===== src/rtl/hier_stim_if.sv =====
// Valid/ready beat bus between hier_stim_gen and its mid-level consumers.
// Optional macro HIER_STIM_PARITY_EN adds an even-parity bit over {d,e,f}.
interface hier_stim_if #(
   parameter int D_WIDTH = 900,
   parameter int E_WIDTH = 10,
   parameter int F_WIDTH = 5
);
   logic               valid;
   logic               ready;
   logic [D_WIDTH-1:0] d;
   logic [E_WIDTH-1:0] e;
   logic [F_WIDTH-1:0] f;
   logic [7:0]         beat;
`ifdef HIER_STIM_PARITY_EN
   logic               parity;

   modport master (output valid, d, e, f, beat, parity, input ready);
   modport slave  (input valid, d, e, f, beat, parity, output ready);
`else
   modport master (output valid, d, e, f, beat, input ready);
   modport slave  (input valid, d, e, f, beat, output ready);
`endif
endinterface


===== src/rtl/hier_stim_gen.sv =====
// Stimulus source: walking-one phase followed by an LFSR phase, emitted as
// BEATS beats each over a registered valid/ready bus.
// Optional macro HIER_STIM_PARITY_EN adds a registered parity output.
module hier_stim_gen #(
   parameter int          D_WIDTH = 900,
   parameter int          E_WIDTH = 10,
   parameter int          F_WIDTH = 5,
   parameter int          BEATS   = 16,
   parameter logic [15:0] SEED    = 16'hACE1
) (
   input  logic          clk,
   input  logic          reset,
   input  logic          start,
   hier_stim_if.master   bus,
   output logic          busy,
   output logic          done
);

   localparam int NREP = (D_WIDTH + 15) / 16;
   localparam logic [7:0] LAST_BEAT = 8'(BEATS - 1);

   typedef enum logic [1:0] {S_IDLE, S_WALK, S_LFSR, S_DONE} state_t;

   state_t             state_q, state_d;
   logic [7:0]         beat_q, beat_d;
   logic [15:0]        lfsr_q, lfsr_d;
   logic               valid_q, valid_d;
   logic               busy_q, busy_d;
   logic               done_q, done_d;
   logic [D_WIDTH-1:0] d_q, d_d;
   logic [E_WIDTH-1:0] e_q, e_d;
   logic [F_WIDTH-1:0] f_q, f_d;
   logic               xfer;
   logic               load;

   // Fibonacci LFSR step, taps 16/14/13/11
   function automatic logic [15:0] lfsr_step(input logic [15:0] s);
      return {s[14:0], s[15] ^ s[13] ^ s[12] ^ s[10]};
   endfunction

   // Next-state, beat/LFSR advance and the next bus contents
   always_comb begin
      state_d = state_q;
      beat_d  = beat_q;
      lfsr_d  = lfsr_q;
      valid_d = valid_q;
      busy_d  = busy_q;
      done_d  = 1'b0;
      d_d     = d_q;
      e_d     = e_q;
      f_d     = f_q;
      load    = 1'b0;
      xfer    = valid_q && bus.ready;

      case (state_q)
         S_IDLE: begin
            if (start) begin
               state_d = S_WALK;
               beat_d  = 8'd0;
               lfsr_d  = SEED;
               valid_d = 1'b1;
               busy_d  = 1'b1;
               load    = 1'b1;
            end
         end
         S_WALK: begin
            if (xfer) begin
               load = 1'b1;
               if (beat_q == LAST_BEAT) begin
                  state_d = S_LFSR;
                  beat_d  = 8'd0;
               end else begin
                  beat_d = beat_q + 8'd1;
               end
            end
         end
         S_LFSR: begin
            if (xfer) begin
               lfsr_d = lfsr_step(lfsr_q);
               if (beat_q == LAST_BEAT) begin
                  state_d = S_DONE;
                  valid_d = 1'b0;
                  busy_d  = 1'b0;
                  done_d  = 1'b1;
               end else begin
                  beat_d = beat_q + 8'd1;
                  load   = 1'b1;
               end
            end
         end
         default: begin
            // DONE lasts one cycle; start is deliberately not looked at here
            state_d = S_IDLE;
         end
      endcase

      // Bus contents are built from the post-advance state so they are
      // ready in the output flops the cycle the beat becomes visible
      if (load) begin
         if (state_d == S_WALK) begin
            d_d = D_WIDTH'(1) << beat_d;
            e_d = E_WIDTH'(beat_d);
            f_d = ~F_WIDTH'(beat_d);
         end else begin
            d_d = D_WIDTH'({NREP{lfsr_d}});
            e_d = E_WIDTH'(lfsr_d);
            f_d = F_WIDTH'(lfsr_d >> (16 - F_WIDTH));
         end
      end
   end

   // State and output registers, all cleared by synchronous reset
   always_ff @(posedge clk) begin
      if (reset) begin
         state_q <= S_IDLE;
         beat_q  <= 8'd0;
         lfsr_q  <= SEED;
         valid_q <= 1'b0;
         busy_q  <= 1'b0;
         done_q  <= 1'b0;
         d_q     <= '0;
         e_q     <= '0;
         f_q     <= '0;
      end else begin
         state_q <= state_d;
         beat_q  <= beat_d;
         lfsr_q  <= lfsr_d;
         valid_q <= valid_d;
         busy_q  <= busy_d;
         done_q  <= done_d;
         d_q     <= d_d;
         e_q     <= e_d;
         f_q     <= f_d;
      end
   end

`ifdef HIER_STIM_PARITY_EN
   logic parity_q, parity_d;

   // Parity follows the data registers, so it holds whenever they hold
   always_comb begin
      parity_d = ^{d_d, e_d, f_d};
   end

   // Parity register
   always_ff @(posedge clk) begin
      if (reset) begin
         parity_q <= 1'b0;
      end else begin
         parity_q <= parity_d;
      end
   end

   assign bus.parity = parity_q;
`endif

   assign bus.valid = valid_q;
   assign bus.d     = d_q;
   assign bus.e     = e_q;
   assign bus.f     = f_q;
   assign bus.beat  = beat_q;
   assign busy      = busy_q;
   assign done      = done_q;

endmodule

===== src/flat_wrapper.sv =====
// flat-port wrapper written by rule: the top's interface ports become plain ports
module hier_stim_gen_flat 
#(
   parameter int          D_WIDTH = 900,
   parameter int          E_WIDTH = 10,
   parameter int          F_WIDTH = 5,
   parameter int          BEATS   = 16,
   parameter logic [15:0] SEED    = 16'hACE1
)
  (clk, reset, start, busy, done, bus_valid, bus_d, bus_e, bus_f, bus_beat, bus_ready);
  hier_stim_if #(.D_WIDTH(D_WIDTH), .E_WIDTH(E_WIDTH), .F_WIDTH(F_WIDTH)) bus_i ();
  input  logic clk;
  input  logic reset;
  input  logic start;
  output logic busy;
  output logic done;
  output wire logic [$bits(bus_i.valid)-1:0] bus_valid;
  output wire logic [$bits(bus_i.d)-1:0] bus_d;
  output wire logic [$bits(bus_i.e)-1:0] bus_e;
  output wire logic [$bits(bus_i.f)-1:0] bus_f;
  output wire logic [$bits(bus_i.beat)-1:0] bus_beat;
  input wire logic [$bits(bus_i.ready)-1:0] bus_ready;
  assign bus_valid = bus_i.valid;
  assign bus_d = bus_i.d;
  assign bus_e = bus_i.e;
  assign bus_f = bus_i.f;
  assign bus_beat = bus_i.beat;
  assign bus_i.ready = bus_ready;
  hier_stim_gen #(.D_WIDTH(D_WIDTH), .E_WIDTH(E_WIDTH), .F_WIDTH(F_WIDTH), .BEATS(BEATS), .SEED(SEED)) u_core (.clk(clk), .reset(reset), .start(start), .bus(bus_i), .busy(busy), .done(done));
endmodule

===== config.mk =====
export PLATFORM = sky130hd
export DESIGN_NAME = hier_stim_gen_flat
export DESIGN_NICKNAME = d
export VERILOG_FILES = /design/src/rtl/hier_stim_if.sv /design/src/rtl/hier_stim_gen.sv /design/src/flat_wrapper.sv
export SDC_FILE = /design/constraint.sdc
export NUM_CORES = 1
export LEC_CHECK = 0
export ABC_AREA = 1
export CAP_MARGIN = 20
export CORE_AREA = 2 2 357 359
export CTS_BUF_LIST = sky130_fd_sc_hd__clkbuf_16
export CTS_CLUSTER_DIAMETER = 50
export CTS_CLUSTER_SIZE = 14
export DETAILED_ROUTE_END_ITERATION = 10
export DIE_AREA = 0 0 359 361
export DONT_BUFFER_PORTS = 1
export GPL_ROUTABILITY_DRIVEN = 0
export GPL_TIMING_DRIVEN = 0
export SLEW_MARGIN = 0
export SYNTH_ARGS = -nofsm -noshare
export SYNTH_HDL_FRONTEND = slang
export SYNTH_SLANG_ARGS = --single-unit

===== constraint.sdc =====
create_clock -name clk -period 4.25 [get_ports clk]
set_input_delay 0.85 -clock clk [delete_from_list [all_inputs] [get_ports clk]]
set_output_delay 0.85 -clock clk [all_outputs]
set_load 0.01 [all_outputs]

# [Yosys cells after proc, flatten, opt, wreduce, memory -nomap -nowiden]
# Cells that the tools add are included.
# W data, S select, Z words.
[word_totals] reg_bits=943 input_bits=4
[op_classes] n_addsub=1 eq_ne=7 n_shift=1 muxes=28 bitwise=6 reduce_logical=5
[ops] op="$mux W900" n=1
[ops] op="$shl A1 B8 Y900 const A" n=1
[ops] op="$mux W8" n=5
[ops] op="$mux W16" n=2
[ops] op="$pmux W16 S2" n=1
[ops] op="$pmux W8 S3" n=1
[ops] op="$mux W10" n=1
[ops] op="$mux W2" n=5
[ops] op="$add A8 B1 Y8 const B" n=1
[ops] op="$eq A8 B4 Y1 const B" n=1
[ops] op="$mux W1" n=8
[ops] op="$pmux W2 S3" n=1
[ops] op="$mux W5" n=1
[ops] op="$not A5 Y5" n=1
[ops] op="$eq A2 B1 Y1 const B" n=2
[ops] op="$ne A2 B1 Y1 const B" n=2
[ops] op="$reduce_and A4 Y1" n=1
[ops] op="$pmux W1 S3" n=1
[ops] op="$reduce_or A3 Y1" n=1
[ops] op="$xor A1 B1 Y1" n=3
[ops] op="$eq A2 B2 Y1 const B" n=1
[ops] op="$logic_not A2 Y1" n=1
[ops] op="$ne A2 B2 Y1 const B" n=1
[ops] op="$not A1 Y1" n=2
[ops] op="other kinds (3)" n=3

# [Longest topological paths before layout]
[logic_depth] word_depth=6 mapped_depth=16 depth_no_buf=16

# [Worst setup path before layout]
# Ideal clock, no wire load.
[synth_timing] kind="register to register" startpoint="register u_core.beat_q[0], in the netlist u_core.bus.beat[0]" endpoint="register u_core.d_q[152], in the netlist u_core.bus.d[152]" arrival_ns=2.402 setup_slack_ns=1.783 path_stages_with_launch=16 period_less_slack_ns=2.467 cell_sequence="dfxtp_1 -> ha_1 -> nand3_2 -> nor2_4 -> inv_1 -> ha_1 -> nand2_1 -> nand3_1 -> o21ai_1 -> nor2_4 -> nand3_1 -> nor2_2 -> nand3_1 -> nor2_2 -> a31oi_1 -> nor2_1"
[synth_between] elab_chain_len=6 elab_cells_between_ends=19 cone_classes="1 x add/sub; 2 x eq/ne; 1 x shift; 15 x mux"
[synth_lines] item="start, declared" line="hier_stim_gen.sv:25" text="logic [7:0] beat_q, beat_d;"
[synth_lines] item="start signal, assigned" line="hier_stim_gen.sv:126" text="beat_q <= beat_d;"
[synth_lines] item="$add A8 B1 Y8 or $eq A8 B4 Y1 (tied branches)"
[synth_lines] item="$mux W8, or another cell as far along" line="hier_stim_gen.sv:80" text="if (beat_q == LAST_BEAT) begin"
[synth_lines] item="$mux W8, or another cell as far along" line="hier_stim_gen.sv:78" text="if (xfer) begin"
[synth_lines] item="$pmux W8 S3 or $pmux W2 S3 (tied branches)" line="hier_stim_gen.sv:55" text="case (state_q)"
[synth_lines] item="$shl A1 B8 Y900 or $eq A2 B1 Y1 (tied branches)" line="hier_stim_gen.sv:101, hier_stim_gen.sv:100"
[synth_lines] item="$mux W900" line="hier_stim_gen.sv:100" text="if (state_d == S_WALK) begin"
[synth_lines] item="end signal, assigned" line="hier_stim_gen.sv:121" text="d_q <= '0;"
[synth_lines] item="end signal, assigned" line="hier_stim_gen.sv:131" text="d_q <= d_d;"
[synth_lines] item="end, declared" line="hier_stim_gen.sv:30" text="logic [D_WIDTH-1:0] d_q, d_d;"
# Parallel ways exist; a longest one is shown, timed or not.
# A chain may end at the register's enable or synchronous reset.

# [Worst setup path in the final report]
[layout_timing] startpoint="register u_core.beat_q[0], in the netlist u_core.bus.beat[0]" endpoint="register u_core.d_q[11], in the netlist u_core.bus.d[11]"
# The elaborated chain is that of the path after synthesis.

==> summary.txt <==
Power
  • Leakage Power: about 0.010 uW
  • Worst IR drop on VDD: 0.295 mV
  • Total power per unit cell area: a little over 300 mW/mm^2
  • Post-layout power: 6980 uW

Status
  • Status: finished, final reports clean

Floorplanning
  • Initial cell density of the core: 15.5%
  • Die W: between 300 and 400 um
  • Die boundary height: 361 um
  • Ports placed on the boundary: 930
  • Row cnt: 130
  • Overall die area: 0.130 sq mm
  • Core footprint: between 0.1 and 0.15 sq mm

Clock tree
  • Count of hold-fix buffers inserted at cts: 0
  • Clk Latency, worst-skew pair: 0.60 ns
  • Number of buffers created by CTS: 29
  • Total number of clock tree sinks: 313
  • CTS clk-pin slew, worst paths: about 0.080 ns
  • Clock tree from TritonCTS: done
  • Clock tree buffer depth: 3
  • Clock root buffer master: sky130_fd_sc_hd__clkbuf_16
  • Number of H-tree branching levels: 1

Drt
  • Vias: 18.0k
  • First-pass DRT Iterations: 7
  • Routed length per instance: 24.3 um
  • Routed Wire Length: approximately 110 mm
  • Drt drc: 0
  • DR iter-0 viols: 1788
  • Routed Antenna Nets: 0
  • Vias/cell: 4.04

Global routing
  • GRT Resource Usage Total: 15.6%
  • Antenna violations before repair: 6
  • Wire length of the first global-routing pass: 141 mm
  • Overflow left after global routing: 0
  • Vias in the first global route: around 16k
  • Largest net degree at the start of global routing: 43

STA
  • Post-route fraction of the period consumed by the critical path: 92.0%
  • Setup Viol. Count Final: 0
  • Unrepaired setup endpoints after global routing: no
  • Final total negative setup slack: 0 ns
  • Final critical delay including setup and external delays: 3.91 ns
  • Worst Clk Skew: 0.0308 ns
  • Transition time of the tightest slew-check pin: 1.14 ns
  • Number of slew-limit violations in the final report: 0
  • Timing-limited maximum frequency: approximately 0.26 GHz
  • Final hold violation count: 0
  • Worst rel slew slack: around a quarter

Final layout
  • Ratio of cells with drive above 1 in the final layout: a little under a third
  • Final Net Count: 2803
  • Number of inserted filler cells in the final layout: 14.1k
  • Synthesis-to-finish area growth: 16.0%

Critical path
  • Data arrival time at the worst-slack endpoint: 4.42 ns
  • CP Launch Type: register
  • Critical path capture point type: register
  • Max FO, Critical Path: 6
  • Required time at the worst-slack endpoint: around 4.8 ns
  • Crit path kind: register to register

Worst hold path
  • Class of the tightest hold or removal check: register to register

Placement
  • Final HPWL DP: 88.2 mm
  • Number of I/O port buffers: 0

Logic synthesis
  • Syn avg cell area: 7.03 sq um
  • Synthesized instance count: 2757
  • Synthesized cell area: 0.0194 sq mm
  • Synth warn: 0
  • Sequential share of the synthesized area: roughly a third
  • Synthesis-stage register bit count: 313
  • Unique masters post-synth: 40
  • Syn Nets: approximately 2.8k

Run
  • Number of max-cap violations: 0
-- layer usage --
metal  share of wire [%]  vias to the layer above  global-route usage [%]
li1                    -                     8081                       -
met1                  33                     8399                    16.1
met2                  44                     1249                    24.6
met3                  17                      257                    10.0
met4                 5.9                        2                    7.52
met5               0.012                        -                       0
-- placed cells by master, fill, tap and decap left out, types with 26 or more instances in the layout --
| cell type | instances |
|---|---|
| sky130_fd_sc_hd__a21oi_1 | 264 |
| sky130_fd_sc_hd__a31oi_1 | 26 |
| sky130_fd_sc_hd__buf_2 | 57 |
| sky130_fd_sc_hd__buf_4 | 638 |
| sky130_fd_sc_hd__clkbuf_1 | 74 |
| sky130_fd_sc_hd__clkbuf_16 | 29 |
| sky130_fd_sc_hd__dfxtp_1 | 298 |
| sky130_fd_sc_hd__inv_1 | 268 |
| sky130_fd_sc_hd__nand2_1 | 602 |
| sky130_fd_sc_hd__nand3_1 | 176 |
| sky130_fd_sc_hd__nand4_1 | 56 |
| sky130_fd_sc_hd__nor2_1 | 93 |
| sky130_fd_sc_hd__nor2_2 | 43 |
-- where the power goes --
group | internal, uW | switching, uW | leakage [uW] | total (uW)
clock network | 1290 | 1240 | 0.000412 | 2540
logic | 426 | 709 | 0.00718 | 1140
registers | 3030 | 286 | 0.00255 | 3310
-- cells by family after synthesis --
family / share of synthesized area [%]
AOI/OAI and AO/OA: 8.89
DFF: 32.3
adders and majority gates: 0.129
xor gates and xnor gates: 0.136
and+or+nand+nor: 24.9
buffers and inverters: 33.6
-- metrics by stage --
step	utilization [%]	instances	hold slack (ns)	worst slack (ns)	area (sq um)
3_3_place_gp	17.1	4407	0.449	0.297	21400
3_5_place_dp	17.3	4416	0.459	0.304	21600
6_report	17.9	4457	0.476	0.341	22500
4_1_cts	17.9	4456	0.475	0.281	22500
5_1_grt	17.9	4456	0.507	0.153	22500
2_1_floorplan	-	2757	0.434	1.78	19400
-- Yosys cell counts, drive strengths merged --
cell type / instances / area (sq um)
buf: 716 / 5180
nand2: 613 / 2340
dfxtp: 313 / 6270
inv: 275 / 1040
a21oi: 264 / 1320
nand3: 200 / 1130
nor2: 145 / 717
clkbuf: 74 / 278
nand4: 56 / 350
a31oi: 26 / 163
nor3: 23 / 250
o21ai: 23 / 130
o22ai: 9 / 62.6
or2: 6 / 37.5
clkinv: 3 / 13.8
o211ai: 3 / 22.5
xnor2: 3 / 26.3
ha: 2 / 25.0
a211oi: 1 / 7.51
a21o: 1 / 7.51
a31o: 1 / 8.76
-- timing repair --
action,4_1_cts,5_1_grt
setup buffers,0,0
setup endpoints to repair,0,1
gates resized for setup,0,1
-- registers in the layout (all words and copies together) (netlist names) --
| signal | cells |
|---|---|
| u_core.bus.f | 5 |
| u_core.bus.valid | 1 |
| u_core.bus.d | 271 |
| u_core.state_q | 2 |
| u_core.bus.beat | 8 |
| u_core.done | 1 |
| u_core.lfsr_q | 16 |
| u_core.bus.e | 9 |
-- cell type report --
class	instances	area (sq um)	share of cell area [%]
Inverter	278	1050	4.68
Sequential cell	313	6280	28.0
Tap cell	1650	2060	9.18
Buffer	790	5460	24.3
Clock buffer	29	726	3.23
Antenna cell	1	2.50	0.0111
Multi-Input combinational cell	1376	6600	29.4
Timing Repair Buffer	9	175	0.779
Clock inverter	11	110	0.490
-- critical path, cell delays in order (launching register included) --
cell,delay (ns)
sky130_fd_sc_hd__dfxtp_1,0.71
sky130_fd_sc_hd__ha_1,0.32
sky130_fd_sc_hd__nand3_2,0.15
sky130_fd_sc_hd__nor2_4,0.24
sky130_fd_sc_hd__inv_1,0.09
sky130_fd_sc_hd__ha_1,0.27
sky130_fd_sc_hd__nand2_1,0.07
sky130_fd_sc_hd__nand3_1,0.06
sky130_fd_sc_hd__o21ai_1,0.17
sky130_fd_sc_hd__nor2_4,0.10
sky130_fd_sc_hd__inv_2,0.14
sky130_fd_sc_hd__nand2_1,0.08
sky130_fd_sc_hd__nor2_2,0.23
sky130_fd_sc_hd__nand3_1,0.18
sky130_fd_sc_hd__nor2_2,0.46
sky130_fd_sc_hd__nand3_1,0.35
sky130_fd_sc_hd__a21oi_1,0.20
-- final timing paths --
check        cells past startpoint                           from  slack, ns                       endpoint
max reg2reg                     16  u_core.bus.beat[0]$_SDFF_PP0_       0.34  u_core.bus.d[11]$_SDFFE_PP0P_
min                              2    u_core.lfsr_q[6]$_SDFF_PP1_       0.48    u_core.lfsr_q[6]$_SDFF_PP1_
min reg2reg                      2    u_core.lfsr_q[6]$_SDFF_PP1_       0.48    u_core.lfsr_q[6]$_SDFF_PP1_
max                             16  u_core.bus.beat[0]$_SDFF_PP0_       0.34  u_core.bus.d[11]$_SDFFE_PP0P_
(Power assumes the default switching activity.)
